[src/rtl/ps2_device_tx.sv]
// Device-side PS/2 transmitter: queues scan-code bytes in a small FIFO and
// serialises each as an 11-bit frame (start, D0..D7, odd parity, stop) on a
// self-generated PS/2 clock. Every output is registered.
module ps2_device_tx #(
    parameter int unsigned CLK_DIV    = 2000,
    parameter int unsigned GAP_CYCLES = 4000,
    parameter int unsigned FIFO_DEPTH = 16
) (
    input  logic                          clk,
    input  logic                          n_reset,
    input  logic [7:0]                    in_data,
    input  logic                          in_valid,
    output logic                          in_ready,
    output logic                          ps2_clk,
    output logic                          ps2_data,
    output logic                          busy,
    output logic [$clog2(FIFO_DEPTH):0]   fifo_count
);

    localparam int unsigned AW      = $clog2(FIFO_DEPTH);
    localparam int unsigned CNT_MAX = (CLK_DIV > GAP_CYCLES) ? CLK_DIV : GAP_CYCLES;
    localparam int unsigned CW      = $clog2(CNT_MAX);

    localparam logic [AW:0]   FULL_COUNT = (AW + 1)'(FIFO_DEPTH);
    localparam logic [CW-1:0] DIV_LAST   = CW'(CLK_DIV - 1);
    localparam logic [CW-1:0] GAP_LAST   = CW'(GAP_CYCLES - 1);

    localparam logic [1:0] S_IDLE = 2'd0;
    localparam logic [1:0] S_HIGH = 2'd1;
    localparam logic [1:0] S_LOW  = 2'd2;
    localparam logic [1:0] S_GAP  = 2'd3;

    logic [7:0]    r_mem [FIFO_DEPTH];
    logic [AW-1:0] r_wr_ptr;
    logic [AW-1:0] r_rd_ptr;
    logic [AW:0]   r_count;

    logic [1:0]    r_state;
    logic [CW-1:0] r_div;
    logic [3:0]    r_bit_idx;
    logic [10:0]   r_shift;

    logic          r_ps2_clk;
    logic          r_ps2_data;
    logic          r_in_ready;
    logic          r_busy;

    logic          w_push;
    logic          w_pop;
    logic [7:0]    w_head;
    logic [AW:0]   w_count_next;
    logic [1:0]    w_state_next;
    logic [CW-1:0] w_div_next;
    logic [3:0]    w_bit_idx_next;
    logic [10:0]   w_shift_next;

    // r_in_ready tracks (r_count != FULL_COUNT), so a full FIFO never accepts a push.
    assign w_push = in_valid & r_in_ready;
    assign w_pop  = (r_state == S_IDLE) && (r_count != '0);
    assign w_head = r_mem[r_rd_ptr];

    // FIFO occupancy after this cycle's push/pop.
    always_comb begin
        w_count_next = r_count;
        if (w_push && !w_pop) begin
            w_count_next = r_count + 1'b1;
        end else if (!w_push && w_pop) begin
            w_count_next = r_count - 1'b1;
        end
    end

    // FIFO storage; no reset needed since occupancy is tracked separately.
    always_ff @(posedge clk) begin
        if (w_push) begin
            r_mem[r_wr_ptr] <= in_data;
        end
    end

    // FIFO pointers and occupancy.
    always_ff @(posedge clk or negedge n_reset) begin
        if (!n_reset) begin
            r_wr_ptr <= '0;
            r_rd_ptr <= '0;
            r_count  <= '0;
        end else begin
            if (w_push) begin
                r_wr_ptr <= r_wr_ptr + 1'b1;
            end
            if (w_pop) begin
                r_rd_ptr <= r_rd_ptr + 1'b1;
            end
            r_count <= w_count_next;
        end
    end

    // Frame sequencer next state; the divider reloads on every state change.
    always_comb begin
        w_state_next   = r_state;
        w_div_next     = r_div;
        w_bit_idx_next = r_bit_idx;
        w_shift_next   = r_shift;
        case (r_state)
            S_IDLE: begin
                if (w_pop) begin
                    // Bit 0 goes out first: start, data LSB first, odd parity, stop.
                    w_shift_next   = {1'b1, ~^w_head, w_head, 1'b0};
                    w_bit_idx_next = '0;
                    w_div_next     = '0;
                    w_state_next   = S_HIGH;
                end
            end
            S_HIGH: begin
                if (r_div == DIV_LAST) begin
                    w_div_next   = '0;
                    w_state_next = S_LOW;
                end else begin
                    w_div_next = r_div + 1'b1;
                end
            end
            S_LOW: begin
                if (r_div == DIV_LAST) begin
                    w_div_next = '0;
                    if (r_bit_idx == 4'd10) begin
                        w_state_next = S_GAP;
                    end else begin
                        w_shift_next   = {1'b1, r_shift[10:1]};
                        w_bit_idx_next = r_bit_idx + 1'b1;
                        w_state_next   = S_HIGH;
                    end
                end else begin
                    w_div_next = r_div + 1'b1;
                end
            end
            S_GAP: begin
                if (r_div == GAP_LAST) begin
                    w_div_next   = '0;
                    w_state_next = S_IDLE;
                end else begin
                    w_div_next = r_div + 1'b1;
                end
            end
            default: begin
                w_state_next = S_IDLE;
                w_div_next   = '0;
            end
        endcase
    end

    // Frame sequencer state registers.
    always_ff @(posedge clk or negedge n_reset) begin
        if (!n_reset) begin
            r_state   <= S_IDLE;
            r_div     <= '0;
            r_bit_idx <= '0;
            r_shift   <= '1;
        end else begin
            r_state   <= w_state_next;
            r_div     <= w_div_next;
            r_bit_idx <= w_bit_idx_next;
            r_shift   <= w_shift_next;
        end
    end

    // Registered outputs; the PS/2 pins trail the sequencer state by one cycle,
    // which keeps clock and data edges aligned with each other.
    always_ff @(posedge clk or negedge n_reset) begin
        if (!n_reset) begin
            r_ps2_clk  <= 1'b1;
            r_ps2_data <= 1'b1;
            r_in_ready <= 1'b1;
            r_busy     <= 1'b0;
        end else begin
            r_ps2_clk  <= (r_state != S_LOW);
            r_ps2_data <= ((r_state == S_HIGH) || (r_state == S_LOW)) ? r_shift[0] : 1'b1;
            r_in_ready <= (w_count_next != FULL_COUNT);
            r_busy     <= (w_state_next != S_IDLE) || (w_count_next != '0);
        end
    end

    assign ps2_clk    = r_ps2_clk;
    assign ps2_data   = r_ps2_data;
    assign in_ready   = r_in_ready;
    assign busy       = r_busy;
    assign fifo_count = r_count;

endmodule

[config.mk]
export PLATFORM = sky130hd
export DESIGN_NAME = ps2_device_tx
export DESIGN_NICKNAME = d
export VERILOG_FILES = /design/src/rtl/ps2_device_tx.sv
export SDC_FILE = /design/constraint.sdc
export NUM_CORES = 1
export LEC_CHECK = 0
export BUFFER_PORTS_ARGS = -buffer_cell sky130_fd_sc_hd__buf_2
export CAP_MARGIN = 40
export CORE_UTILIZATION = 62
export CTS_CLUSTER_SIZE = 28
export DETAILED_ROUTE_END_ITERATION = 7
export PLACE_DENSITY = 0.91
export REMOVE_ABC_BUFFERS = 1
export SLEW_MARGIN = 15
export SYNTH_ARGS = -nofsm -noshare
export SYNTH_HDL_FRONTEND = slang
export SYNTH_SLANG_ARGS = --single-unit
[constraint.sdc]
create_clock -name clk -period 3.3 [get_ports clk]
set_input_delay 0.165 -clock clk [delete_from_list [all_inputs] [get_ports clk]]
set_output_delay 0.165 -clock clk [all_outputs]
set_load 0.005 [all_outputs]
==> out/qor.csv <==
metric,value,unit
status,"complete, no violations",
r2r-end,busy,
routed_wl,14700,um
drive_gt1_frac,0.215,
num-fill-cells,650,
hpwl,8850,um
nNetsFinal,530,
fmax,339,MHz
cp.required,3.59,ns
synth_edf_count,128,
cts.repair.resized,0,
setup_tns,0,ns
p_sw,1.35,mW
tritoncts,yes,
cts.sink_count,173,
comb_power_share,0.108,
drt_iter0_drc,505,
skew,0.00696,ns
power,5.26,mW
synth_cell_types,47,
max_cap_viol_count,0,
max_stage_delay,0.52,ns
start_util,0.639,
drv_slew,0,
clk_pin_slew,0.07,ns
setup_viol,0,
crit_type,flop to flop,
htreeDepth,4,
rsz0062_at_grt,no,
firstDrtPassIters,5,
rr_worst_depth,8,
grt_use_total,0.260,
grt_max_degree,36,
yosysTopAreaCellShare,0.524,
worst_pin_slew,0.802,ns
syn_area_per_cell,15.2,um^2
synth_cells,482,
ys_seq_elements,173,
cp-startpoint,r_state[1],
period_needed,2.95,ns
r2r_slack,0.35,ns
multi_input_area,2190,um^2
dieArea,12300,um^2
ys_top_cells_by_area,"edfxtp_1, dfrtp_1, mux4_2",
core_area,11500,um^2
vdd_drop_max,0.542,mV
regArea,4990,um^2
yosys-top-cells-count,"edfxtp_1, nand2_1, nor2_1",
cts_made_buffers,17,
grt_pass1_vias,4208,
antenna_left,0,
sw_frac_of_total,0.258,
async_reset_ff_frac,0.260,
vias,4213,
area_delta_synth_final,11.7,%
grt_pass1_wl,23300,um
relSlewSlack,0.463,
endpoint_kind,flop,
fp-row-count,39,
powerDensity,642,nW/um^2
hold_path_class,input port to flop,
crit_end,busy,
root_buffer,clkbuf_16,
intPower,3.90,mW
path_cells,inv_1 -> ha_1 -> o31a_1 -> and3_1 -> a31oi_1 -> xnor2_1 -> nor4_1 -> or4b_1,
drc,0,
synth.most_common_cell,edfxtp_1,
syn_area,7330,um^2
grt_overflow,0,
hold_viol,0,
slowest_stage,or4b_1,
rr_startpoint,r_state[1],
synth_area_leader_cell,edfxtp_1,
worstHoldStart,in_data[3],
synth_ff_type,edfxtp_1,
seqPwrFrac,0.514,
power_frac_clock,0.378,
yosysSeqAreaShare,0.680,
finalCritPeriodShare,0.895,
die_w,111,um
yosysWarningCount,0,
port-buffer-count,19,
io_pins,20,
clock_path_buffers,2,
routedWlPerCell,22.3,um
start_kind,flop,
die_h,111,um
clkLatencyLatePin,0.43,ns
leakagePower,2.93,nW
critPathMaxFanout,10,
critPathArrivalTime,3.24,ns
gp_congestion,0.890,
viasPerCell,6.38,
antenna_found_initial,0,
diodes,0,
-- cell usage in the layout (no fill, tap or decap), types with 11 or more instances in the layout --
cell type,instances
a22oi_1,16
o21ai_1,15
nor2_1,35
xnor2_1,16
mux4_2,32
buf_2,19
nand2_1,47
dfrtp_1,31
dfstp_2,13
inv_1,11
clkbuf_16,17
ha_1,15
edfxtp_1,128
-- cell type report --
class | instances | area share
Sequential cell | 173 | 0.609
Multi-Input combinational cell | 272 | 0.267
Clock buffer | 19 | 0.0528
Timing Repair Buffer | 29 | 0.0250
Tap cell | 143 | 0.0218
Clock inverter | 13 | 0.0192
Inverter | 11 | 0.00504
-- worst max-delay path, delay by kind of cell, from the launching register on --
family                   cells  cell delay, ns
adder cells (fa/ha/maj)      1            0.37
buffers and inverters        1            0.16
AO/OA/AOI/OAI                2            0.47
flip-flops                   1            0.42
AND/OR/NAND/NOR              3            1.21
XOR/XNOR                     1            0.19
-- power by group through the flow --
stage                     clock network [mW]  registers, mW  logic (mW)
after detailed placement                   0           2.73       0.553
after floorplan                            0           2.69       0.351
after CTS                               2.00           2.70       0.569
after global routing                    2.09           2.72       0.618
final                                   1.99           2.70       0.568
after global placement                     0           2.70       0.506
-- routing by layer --
layer  wire length (um)  part of all wire  global-route usage
met5                  0                 0                   0
met4                338             0.023              0.0969
met3                897             0.061              0.0569
met2               7450              0.51               0.426
met1               6000              0.41               0.346
-- per-stage QoR --
stage                      util  worst slack, ns  std cells  area, um^2  hold slack, ns
final                     0.714            0.348        660        8190           0.129
after global routing      0.714            0.198        660        8190           0.128
after CTS                 0.714            0.420        660        8190           0.118
after detailed placement  0.662            0.562        627        7590           0.170
after global placement    0.660            0.710        626        7560           0.362
after floorplan               -            0.268        456        7210          -0.131
-- registers in the layout, summed over array words and instances, names as in the netlist --
name        flops
r_mem         128
in_ready        1
r_div          12
ps2_data        1
r_bit_idx       4
ps2_clk         1
r_shift        10
fifo_count      5
r_state         2
r_rd_ptr        4
r_wr_ptr        4
busy            1
-- cells by family after synthesis --
logic type,share of synthesized area
compound gates,0.0623
buf+inv,0.0224
flops,0.680
simple gates,0.0860
xor+xnor,0.0239
mux,0.0998
fa+ha+maj,0.0256
-- how the worst min path moves through the flow --
stage	end	slack (ns)	depth (start not counted)
after global placement	r_div[8]	0.36	1
after CTS	r_mem[15][3]	0.12	1
after floorplan	busy	-0.13	0
final	r_mem[15][3]	0.13	1
after detailed placement	r_div[9]	0.17	1
after global routing	r_mem[15][3]	0.13	1
-- repair_timing --
item | 4_1_cts | 5_1_grt
endpoints found under the hold margin | 20 | 0
hold buffers | 1 | 0
setup buffers | 0 | 0
Note: power is estimated with default switching activity, not from simulation.
